`config.mk`:
```
export PLATFORM = sky130hd
export DESIGN_NAME = dm_scan_driver
export DESIGN_NICKNAME = d
export VERILOG_FILES = /design/src/rtl/dm_pkg.sv /design/src/rtl/dm_scan_timer.sv /design/src/rtl/dm_scan_driver.sv
export SDC_FILE = /design/constraint.sdc
export NUM_CORES = 1
export LEC_CHECK = 0
export ABC_AREA = 1
export CAP_MARGIN = 25
export CORE_ASPECT_RATIO = 2
export CORE_UTILIZATION = 30
export DETAILED_ROUTE_END_ITERATION = 7
export GPL_TIMING_DRIVEN = 0
export PLACE_DENSITY = 0.57
export SLEW_MARGIN = 20
export SYNTH_ARGS = -nofsm -noshare
export SYNTH_HDL_FRONTEND = slang
export SYNTH_SLANG_ARGS = --single-unit
```
`constraint.sdc`:
```
create_clock -name i_Clk -period 17.9 [get_ports i_Clk]
set_input_delay 4.475 -clock i_Clk [delete_from_list [all_inputs] [get_ports i_Clk]]
set_output_delay 4.475 -clock i_Clk [all_outputs]
set_load 0.03 [all_outputs]
```
`src/rtl/dm_pkg.sv`:
```
// Shared constants and helpers for the dot-matrix scan driver.
package dm_pkg;

  localparam int DM_ROWS = 8;
  localparam int DM_COLS = 8;
  localparam int FRAME_W = 64;

  localparam logic [0:0] ST_BLANK = 1'b0;
  localparam logic [0:0] ST_DRIVE = 1'b1;

  // Row r of a frame lives in bits [8r+7:8r].
  function automatic logic [DM_COLS-1:0] row_byte(input logic [FRAME_W-1:0] frame,
                                                  input logic [2:0]         row);
    return frame[{row, 3'b000} +: DM_COLS];
  endfunction

endpackage

```
`src/rtl/dm_scan_timer.sv`:
```
// Row-slot timing: cycle counter, row index and blank/drive state.
module dm_scan_timer
  import dm_pkg::*;
#(
  parameter int ROW_DIV   = 50000,
  parameter int BLANK_CYC = 500
) (
  input  logic       clk_i,
  input  logic       rst_i,
  output logic [2:0] row_idx_o,
  output logic       in_drive_o,
  output logic       row_end_o,
  output logic       frame_end_o,
  output logic       state_o
);

  localparam int            CW        = (ROW_DIV > 1) ? $clog2(ROW_DIV) : 1;
  localparam logic [CW-1:0] CNT_MAX   = CW'(ROW_DIV - 1);
  localparam logic [CW-1:0] CNT_DRIVE = CW'(BLANK_CYC);

  logic [CW-1:0] cnt_q, cnt_d;
  logic [2:0]    row_q, row_d;
  logic          row_end;

  assign row_end = (cnt_q == CNT_MAX);

  always_comb begin
    cnt_d = row_end ? '0 : cnt_q + 1'b1;
    row_d = row_end ? row_q + 3'd1 : row_q;
  end

  always_ff @(posedge clk_i or posedge rst_i) begin
    if (rst_i) begin
      cnt_q <= '0;
      row_q <= '0;
    end else begin
      cnt_q <= cnt_d;
      row_q <= row_d;
    end
  end

  // The state is a pure function of the counter, so it can never drift from it.
  assign state_o     = (cnt_q < CNT_DRIVE) ? ST_BLANK : ST_DRIVE;
  assign in_drive_o  = (state_o == ST_DRIVE);
  assign row_idx_o   = row_q;
  assign row_end_o   = row_end;
  assign frame_end_o = row_end && (row_q == 3'd7);

endmodule

```
`src/rtl/dm_scan_driver.sv`:
```
// Double-buffered 8x8 dot-matrix scanner with per-row blanking.
// Handshake: i_fLoad is a one-cycle strobe with no back-pressure; o_Pending is high while a frame waits for the swap.
module dm_scan_driver
  import dm_pkg::*;
#(
  parameter int ROW_DIV   = 50000,
  parameter int BLANK_CYC = 500
) (
  input  logic               i_Clk,
  input  logic               i_Rst,
  input  logic               i_fLoad,
  input  logic [FRAME_W-1:0] i_Frame,
  input  logic               i_Blank,
  output logic [DM_COLS-1:0] o_DM_Col,
  output logic [DM_ROWS-1:0] o_DM_Row,
  output logic               o_Pending,
  output logic               o_fFrameDone,
  output logic [4:0]         o_Dbg
);

  logic [2:0] row_idx;
  logic       in_drive, row_end, frame_end, state;

  dm_scan_timer #(
    .ROW_DIV   (ROW_DIV),
    .BLANK_CYC (BLANK_CYC)
  ) u_timer (
    .clk_i       (i_Clk),
    .rst_i       (i_Rst),
    .row_idx_o   (row_idx),
    .in_drive_o  (in_drive),
    .row_end_o   (row_end),
    .frame_end_o (frame_end),
    .state_o     (state)
  );

  logic [FRAME_W-1:0] pend_q, pend_d;
  logic [FRAME_W-1:0] disp_q, disp_d;
  logic               pending_q, pending_d;
  logic [DM_COLS-1:0] col_q, col_d;
  logic [DM_ROWS-1:0] dm_row_q, dm_row_d;
  logic               done_q, done_d;
  logic               drive;

  always_comb begin
    drive     = in_drive && !i_Blank;
    // A load coinciding with the swap lands in pending after the old contents move out.
    pend_d    = i_fLoad ? i_Frame : pend_q;
    disp_d    = (frame_end && pending_q) ? pend_q : disp_q;
    pending_d = i_fLoad || (pending_q && !frame_end);
    dm_row_d  = drive ? (8'd1 << row_idx) : 8'd0;
    col_d     = drive ? row_byte(disp_q, row_idx) : 8'd0;
    done_d    = frame_end;
  end

  always_ff @(posedge i_Clk or posedge i_Rst) begin
    if (i_Rst) begin
      pend_q    <= '0;
      disp_q    <= '0;
      pending_q <= 1'b0;
      col_q     <= '0;
      dm_row_q  <= '0;
      done_q    <= 1'b0;
    end else begin
      pend_q    <= pend_d;
      disp_q    <= disp_d;
      pending_q <= pending_d;
      col_q     <= col_d;
      dm_row_q  <= dm_row_d;
      done_q    <= done_d;
    end
  end

  assign o_DM_Col     = col_q;
  assign o_DM_Row     = dm_row_q;
  assign o_Pending    = pending_q;
  assign o_fFrameDone = done_q;
  assign o_Dbg        = {row_idx, state, row_end};

endmodule
```
==> results of run 1 <==
==> cell type report <==
| cell class | count | area, um^2 | area share [%] |
|---|---|---|---|
| clock buffer | 18 | 439.2 | 4.741 |
| sequential | 165 | 4129 | 44.58 |
| tap | 290 | 362.8 | 3.917 |
| buffer | 56 | 331.6 | 3.580 |
| inverter | 33 | 131.4 | 1.418 |
| clock inverter | 14 | 125.1 | 1.351 |
| multi-input combinational | 628 | 2815 | 30.39 |
| timing repair buffer | 91 | 928.4 | 10.02 |
==> layer usage <==
layer	wire length [um]	track usage, %	up-vias
li1	-	-	3050
met1	7064	16.72	2813
met5	0	0	-
met4	829	9.975	0
met3	563	3.409	40
met2	11050	31.01	137
==> Yosys cell counts <==
master	instances
nand2_1	411
dfrtp_1	165
nand4_1	66
nand3_1	55
nor2_1	38
clkbuf_1	30
inv_1	30
buf_6	14
o21ai_0	11
a21oi_1	10
nor3_1	8
buf_2	7
ha_1	7
nand2_2	5
nor2_2	4
xor2_1	4
buf_1	3
buf_4	2
inv_2	2
nor2_8	2
o21bai_1	2
clkinv_1	1
nand3_4	1
nand4_4	1
nor2_4	1
nor3b_1	1
o21ai_1	1
==> per-stage QoR <==
step	hold slack, ns	setup slack [ns]
after floorplan	0.4420	8.963
after global placement	0.4600	6.683
after detailed placement	0.4588	11.21
after CTS	0.4747	10.73
after global routing	0.4889	10.60
final	0.4720	10.77
==> critical path, cell delays in order (launching register included) <==
cell             delay, ns
dfrtp_1               0.38
ha_1                  0.23
nand2_2               0.13
nor2_8                0.16
nand3_4               0.11
nor2_8                0.26
buf_6                 0.18
buf_4                 0.11
clkdlybuf4s50_1       0.65
==> cells by family after synthesis <==
kind of cell	count (synthesis)
simple gates	593
flops	165
buf+inv	89
compound gates	24
fa+ha+maj	7
xor+xnor	4
==> power by group through the flow <==
stage	Clock, uW	Combinational (uW)	Sequential (uW)
global placement	0	41.3	401
finish	350	41.3	394
global route	375	47.9	395
detailed placement	0	43.0	401
floorplan	0	20.2	398
CTS	359	43.1	394
==> registers in the layout, indices dropped and copies added (netlist names) <==
| name | count |
|---|---|
| disp_q | 64 |
| pend_q | 64 |
| u_timer.cnt_q | 16 |
| o_DM_Col | 8 |
| o_DM_Row | 8 |
| u_timer.row_idx_o | 3 |
| o_Pending | 1 |
| o_fFrameDone | 1 |
==> path summary, 6_finish.rpt <==
path,start,to,cells after the start,slack (ns)
max,u_timer.cnt_q[0],o_Dbg[0],8,10.77
min,pend_q[3],pend_q[3],2,0.47
max reg2reg,u_timer.row_idx_o[0],disp_q[4],6,15.77
min reg2reg,pend_q[3],pend_q[3],2,0.47
max in group asynchronous,i_Rst,u_timer.cnt_q[8],3,12.56
min in group asynchronous,i_Rst,pend_q[39],2,4.49
==> impl_metrics.toml, run 1 <==
[run_status]
outcome = "complete, no violations"

[floorplan]
pin_count = 91
die_area_um2 = 25340
initial_core_util_pct = 30.42
num_rows = 81
core_um2 = 24320
die_w_um = 113.1
die_h_um = 224.1

[power]
internal_power_uw = 601.3
total_power_uw = 785.9
power.density_nw_per_um2 = 84.85
peakVddDrop_v = 0.00006214
clkPwrFrac_pct = 44.6
leakagePower_uw = 0.004643
switching_share_pct = 23.50
power_frac_comb_pct = 5.3
netSwitchingPower_uw = 184.7
pwr-share-seq_pct = 50.2

[route]
routedWlPerCell_um = 15.06
vias_per_cell = 4.664
initialDrtViolationCount = 410
routed_wl_mm = 19.51
route.vias.total = 6040
ant_nets = 0
post-route-drc-count = 0
drt_first_pass_iters = 6

[synth]
synth_top_cell_area_share_pct = 55.80
synthesis.nets = 957
synth_compound_area_share_pct = 1.691
yosys.area.top_type = "dfrtp_1"
yosysWarnings = 0
ys_seq_elements = 165
synthMuxAreaShare_pct = 0
synthSimpleGateAreaFrac_pct = 34.70
syn_inst = 882
yosysUniqueCellTypes = 27
syn_area_um2 = 7400
synthAdderAreaFrac_pct = 1.184
synth_top_family_by_area = "simple AND/OR/NAND/NOR gates"
synth.yosys.seq_area_share_pct = 55.80
synth_xor_area_share_pct = 0.4735
yosys-top-cells-area = "dfrtp_1 (56%), nand2_1 (21%), nand4_1 (5.6%)"
syn_avg_cell_area_um2 = 8.390

[cells_and_area]
drive_gt1_share_pct = 7.264
utilization_pct = 38.08
finalInstanceArea_um2 = 9263
fill_cells = 2501
final_cells = 1295
antenna_cells = 0
nets = 1067
syn2layout_area_growth_pct = 25.18
final_common_cell = "nand2_1"
layout_common_cells = "nand2_1 (411), dfrtp_1 (165), clkdlybuf4s50_1 (90)"

[clocking]
path_clk_slew_ns = 0.06
cts-resized-gates = 0
insertion_delay_ns = 0.46
cts_sinks = 165
post_cts_buffers = 0
cts_tree = "yes"
cts_made_buffers = 17
cts.htree.levels = 4
holdBufCountCts = 0
clockBufferDepth = 2
root_buffer = "clkbuf_16"

[global_route]
grt_overflow = 0
first_global_vias = 6223
grt_max_degree = 87
gr-usage-all-layers_pct = 16.66
antenna_found_initial = 0
grt_pass1_wl_mm = 31.67

[placed_design]
place_area_um2 = 8698
dp_cells = 1263
gp_congestion = 0.8620
io_buffers = 90
dp_hpwl_mm = 15.02

[setup_path]
crit_path_end_kind = "output port"
cp_max_fo = 10
crit_required_ns = 13.43
crit_type = "reg -> out"
start_kind = "register"
arrival_ns = 2.66

[sta]
fmax_ghz = 0.1402
fin_crit_sh_pct = 39.84
fin_tns_setup_ns = 0
setup_violations = 0
worstMarginPinSlew_ns = 0.7381
hold_violations = 0
final.setup_skew_ns = 0.02207
relSlewSlack_pct = 50.79
drv_slew = 0
grt_setup_unrepaired = "no"
period_needed_ns = 7.132

[job]
maxCapViolCount = 0

[hold_path]
hp-class = "reg -> reg"
Note: power is estimated with default switching activity, not from simulation.
==> run 2: changes to the inputs <==
--- a/config.mk
+++ b/config.mk
@@ -11,7 +11,7 @@
 export CORE_UTILIZATION = 30
 export DETAILED_ROUTE_END_ITERATION = 7
 export GPL_TIMING_DRIVEN = 0
-export PLACE_DENSITY = 0.57
+export PLACE_DENSITY = 0.59
 export SLEW_MARGIN = 20
 export SYNTH_ARGS = -nofsm -noshare
 export SYNTH_HDL_FRONTEND = slang
==> constraint.sdc (replaced) <==
create_clock -name i_Clk -period 6.1 [get_ports i_Clk]
set_input_delay 1.525 -clock i_Clk [delete_from_list [all_inputs] [get_ports i_Clk]]
set_output_delay 1.525 -clock i_Clk [all_outputs]
set_load 0.03 [all_outputs]
==> run 2 against run 1 <==
  * Power grew to 3.1 times the previous value
  * Setup slack worse by 8.9 ns
  * Register-to-register slack worse by 12 ns
  * First-iteration DRC count is 3.7% higher
  * Wire length is 0.57% higher
  * Combinational power grew to 3.0 times the previous value
  * Non-clock buffer count stayed put
  * Clock skew is 0.014 ns lower
  * Final area is 0.62% higher
  * Global-route usage is 0.12 points lower
==> impl_metrics.toml, run 2 (synthesis gave the netlist of run 1 again) <==
[run_status]
outcome = "complete, no violations"

[floorplan]
initial_core_util_pct = 30.42
core_um2 = 24320
num_rows = 81
die_h_um = 224.1
die_w_um = 113.1
die_area_um2 = 25340
pin_count = 91

[clocking]
holdBufCountCts = 0
cts_sinks = 165
path_clk_slew_ns = 0.06
insertion_delay_ns = 0.44
cts_tree = "yes"
clockBufferDepth = 2
root_buffer = "clkbuf_16"
cts-resized-gates = 0
post_cts_buffers = 0
cts.htree.levels = 4
cts_made_buffers = 17

[route]
routedWlPerCell_um = 15.16
ant_nets = 0
post-route-drc-count = 0
drt_first_pass_iters = 5
vias_per_cell = 4.702
routed_wl_mm = 19.62
initialDrtViolationCount = 425
route.vias.total = 6085

[cells_and_area]
multi_input_area_um2 = 2815
register_area_um2 = 4129
utilization_pct = 38.32
antenna_cells = 0
syn2layout_area_growth_pct = 25.96
layout_common_cells = "nand2_1 (411), dfrtp_1 (165), clkdlybuf4s50_1 (90)"
nets = 1067
drive_gt1_share_pct = 6.972
top_regs = "disp_q: 64 flops, pend_q: 64 flops, u_timer.cnt_q: 16 flops"
fill_cells = 2480
final_common_cell = "nand2_1"

[placed_design]
dp_hpwl_mm = 14.98
dp_slack_ns = 2.329
io_buffers = 90
gp_congestion = 0.8487

[power]
peakVddDrop_v = 0.0001916
power.density_nw_per_um2 = 259.0
leakagePower_uw = 0.004666

[global_route]
antenna_found_initial = 0
first_global_vias = 6169
gr-usage-all-layers_pct = 16.53
grt_overflow = 0
grt_max_degree = 94
grt_pass1_wl_mm = 31.51

[hold_path]
min_path_cells = 2
min_to = "pend_q[28]"
hp-class = "reg -> reg"
worstHoldStart = "pend_q[28]"

[setup_path]
arrival_ns = 2.68
start_kind = "register"
r2r-start = "u_timer.row_idx_o[0]"
crit_path_end_kind = "output port"
crit_type = "reg -> out"
reg2regPathDepth = 6
worst_r2r_endpoint = "disp_q[46]"
cp_max_fo = 10
r2r_slack_ns = 3.96
crit_required_ns = 4.58

[sta]
fmax_ghz = 0.2375
drv_slew = 0
fin_crit_sh_pct = 69.01
whs_ns = 0.4740
grt_setup_unrepaired = "no"
hold_violations = 0
final.setup_skew_ns = 0.008282
setup_violations = 0
relSlewSlack_pct = 52.80
worstMarginPinSlew_ns = 0.7080
setup_ws_ns = 1.890
period_needed_ns = 4.210

[job]
maxCapViolCount = 0
## run 2: cell count changes in the layout (fill, tap and decap cells not counted), sizes merged
cell | previous run | this run
clkinvlp | 3 | 2
clkinv | 7 | 5
inv | 36 | 33
bufinv | 1 | 4
clkbuf | 48 | 50
## run 2: power by group
part / total (uW) / switching, uW / internal, uW
clock network: 1130 / 439 / 695
registers: 1160 / 25.0 / 1130
logic: 122 / 63.8 / 58.4
total: 2410 / 528 / 1890
## run 2: how the worst max path moves through the flow
stage	cells after the start	to	from	slack, ns
finish	8	o_Dbg[0]	u_timer.cnt_q[0]	1.89
global route	8	o_Dbg[0]	u_timer.cnt_q[0]	1.74
CTS	8	o_Dbg[0]	u_timer.cnt_q[0]	1.84
detailed placement	8	o_Dbg[0]	u_timer.cnt_q[0]	2.33
global placement	2	u_timer.cnt_q[8]	i_Rst	-2.12
floorplan	1	disp_q[0]	i_Rst	0.11
## run 2: worst max-delay path: stages, from the launching register on
cell,delay (ns)
dfrtp_1,0.40
ha_1,0.23
nand2_2,0.13
nor2_8,0.17
nand3_4,0.11
nor2_8,0.27
buf_6,0.19
buf_4,0.10
clkdlybuf4s50_1,0.65
## run 2: area by class of cell
type                    instances  area share [%]
clock inverters                11           1.879
plain buffers                  56           3.558
flip-flops and latches        165           44.30
multi-input cells             628           30.21
repair buffers                 91           9.961
clock buffers                  20           4.793
inverters                      33           1.410
well taps                     290           3.893
## run 2: metrics by stage
step / TNS, ns / total power, uW / std cells / instance area (um^2)
final: 0 / 2414 / 1294 / 9320
after global routing: 0 / 2499 / 1294 / 9320
after CTS: 0 / 2442 / 1294 / 9320
after detailed placement: 0 / 1303 / 1263 / 8698
after global placement: -345.69 / 1299 / 1262 / 8663
after floorplan: 0 / 1226 / 882 / 7400
## run 2: per-layer routing
metal / routed length (um) / global-route usage [%]
met5: 0 / 0
met4: 780 / 8.489
met3: 645 / 2.895
met2: 11190 / 32.28
met1: 7001 / 16.18
==> run 3: changes to the inputs <==
==> constraint.sdc (replaced) <==
create_clock -name i_Clk -period 3.81 [get_ports i_Clk]
set_input_delay 0.9525 -clock i_Clk [delete_from_list [all_inputs] [get_ports i_Clk]]
set_output_delay 0.9525 -clock i_Clk [all_outputs]
set_load 0.03 [all_outputs]
==> run 3 against run 2 <==
  * Critical endpoint unchanged
  * Sequential share of layout area about the same
  * Combinational power increased by 68%
  * Largest power group unchanged
  * Non-clock buffer count is 4 higher
  * Via count fell by 0.58%
==> impl_metrics.toml, run 3 (synthesis gave the netlist of run 1 again) <==
[run_status]
outcome = "complete, no violations"

[clocking]
insertion_delay_ns = 0.44
cts_sinks = 165
path_clk_slew_ns = 0.06
clockBufferDepth = 2
cts-resized-gates = 0
holdBufCountCts = 0
cts_tree = "yes"
cts_made_buffers = 17
post_cts_buffers = 0
cts.htree.levels = 4
root_buffer = "clkbuf_16"

[placed_design]
gp_congestion = 0.8534
dp_slack_ns = 0.6464
io_buffers = 90
dp_hpwl_mm = 15.61

[setup_path]
startpoint = "u_timer.cnt_q[0]"
crit_type = "reg -> out"
slowest_delay_ns = 0.65
worst_r2r_endpoint = "disp_q[38]"
cp_max_fo = 10
arrival_ns = 2.68
start_kind = "register"
reg2regPathDepth = 6
crit_required_ns = 2.86
slowest_stage = "clkdlybuf4s50_1"
cpMostUsedCell = "nor2_8"
cp-endpoint = "o_Dbg[0]"
r2r_slack_ns = 1.61
r2r-start = "u_timer.row_idx_o[0]"
worstPathCellList = "ha_1 -> nand2_2 -> nor2_8 -> nand3_4 -> nor2_8 -> buf_6 -> buf_4 -> clkdlybuf4s50_1"
crit_path_end_kind = "output port"

[cells_and_area]
fill_cells = 2480
multi_input_area_um2 = 2815
register_area_um2 = 4129
antenna_cells = 0
final_common_cell = "nand2_1"
drive_gt1_share_pct = 7.532
nets = 1071
layout_common_cells = "nand2_1 (411), dfrtp_1 (165), clkdlybuf4s50_1 (90)"
syn2layout_area_growth_pct = 25.94
top_regs = "disp_q: 64 flops, pend_q: 64 flops, u_timer.cnt_q: 16 flops"
utilization_pct = 38.31

[global_route]
first_global_vias = 6381
antenna_found_initial = 0
gr-usage-all-layers_pct = 16.77
grt_overflow = 0
grt_max_degree = 35
grt_pass1_wl_mm = 31.95

[floorplan]
pin_count = 91
die_w_um = 113.1
num_rows = 81
die_area_um2 = 25340
initial_core_util_pct = 30.42
core_um2 = 24320
die_h_um = 224.1

[sta]
worstMarginPinSlew_ns = 0.7125
period_needed_ns = 3.628
grt_setup_unrepaired = "no"
setup_ws_ns = 0.1823
drv_slew = 0
final.setup_skew_ns = 0.006186
hold_violations = 0
setup_violations = 0
fin_tns_setup_ns = 0
fin_crit_sh_pct = 95.21
fmax_ghz = 0.2757
relSlewSlack_pct = 52.50

[route]
drt_first_pass_iters = 5
initialDrtViolationCount = 311
routedWlPerCell_um = 15.26
route.vias.total = 6050
vias_per_cell = 4.657
post-route-drc-count = 0
ant_nets = 0
routed_wl_mm = 19.82

[power]
switching_share_pct = 23.90
internal_power_uw = 2769
peakVddDrop_v = 0.0003257
clkPwrFrac_pct = 43.5
power.density_nw_per_um2 = 390.5
pwr-share-seq_pct = 50.9
leakagePower_uw = 0.004657
power_frac_comb_pct = 5.6
netSwitchingPower_uw = 870.0

[hold_path]
hp-class = "reg -> reg"

[job]
maxCapViolCount = 0
[run 3: cell count changes in the layout (fill, tap and decap cells not counted), sizes merged]
| cell | before | now |
|---|---|---|
| clkinv | 5 | 7 |
| clkbuf | 50 | 49 |
| buf | 27 | 31 |
| clkinvlp | 2 | 5 |
| bufinv | 4 | 0 |
| inv | 33 | 34 |
[run 3: worst min path at each step]
stage,depth (start not counted),startpoint,endpoint,slack (ns)
after detailed placement,2,pend_q[24],pend_q[24],0.46
final,2,pend_q[16],pend_q[16],0.47
after global placement,2,pend_q[28],pend_q[28],0.46
after global routing,1,u_timer.cnt_q[0],u_timer.cnt_q[0],0.50
after floorplan,2,pend_q[63],pend_q[63],0.44
after CTS,2,pend_q[24],pend_q[24],0.48
[run 3: final cells by class]
cell class	count	area share (%)
flip-flops and latches	165	44.31
repair buffers	95	10.82
multi-input cells	628	30.21
clock inverters	13	1.088
well taps	290	3.894
inverters	33	1.369
plain buffers	56	3.558
clock buffers	19	4.753
[run 3: per-stage QoR]
stage                     cells  cell area (um^2)  hold WS, ns  total power, uW
final                      1299              9319       0.4743             3639
after global routing       1299              9319       0.4991             3788
after CTS                  1299              9319       0.4761             3685
after detailed placement   1267              8775       0.4601             2096
after global placement     1262              8667       0.4575             2079
after floorplan             882              7403       0.4420             1964
[run 3: layer usage]
layer	vias up	part of all wire, %	track usage (%)
met5	-	0	0
met4	0	4.2	9.975
met3	42	2.9	3.139
met2	133	57	32.93
met1	2820	35	15.57
li1	3055	-	-
[run 3: critical path: cells and delay by family, from the launching register on]
kind	cells	cell delay, ns
fa+ha+maj	1	0.22
buf+inv	3	0.94
flops	1	0.38
simple gates	4	0.68
[run 3: power groups by stage]
stage          Sequential (uW)  Combinational [uW]  Clock, uW
6_report                  1850                 205       1580
5_1_grt                   1860                 237       1690
4_1_cts                   1850                 212       1620
3_5_place_dp              1880                 212          0
3_3_place_gp              1880                 195          0
2_1_floorplan             1870                95.3          0
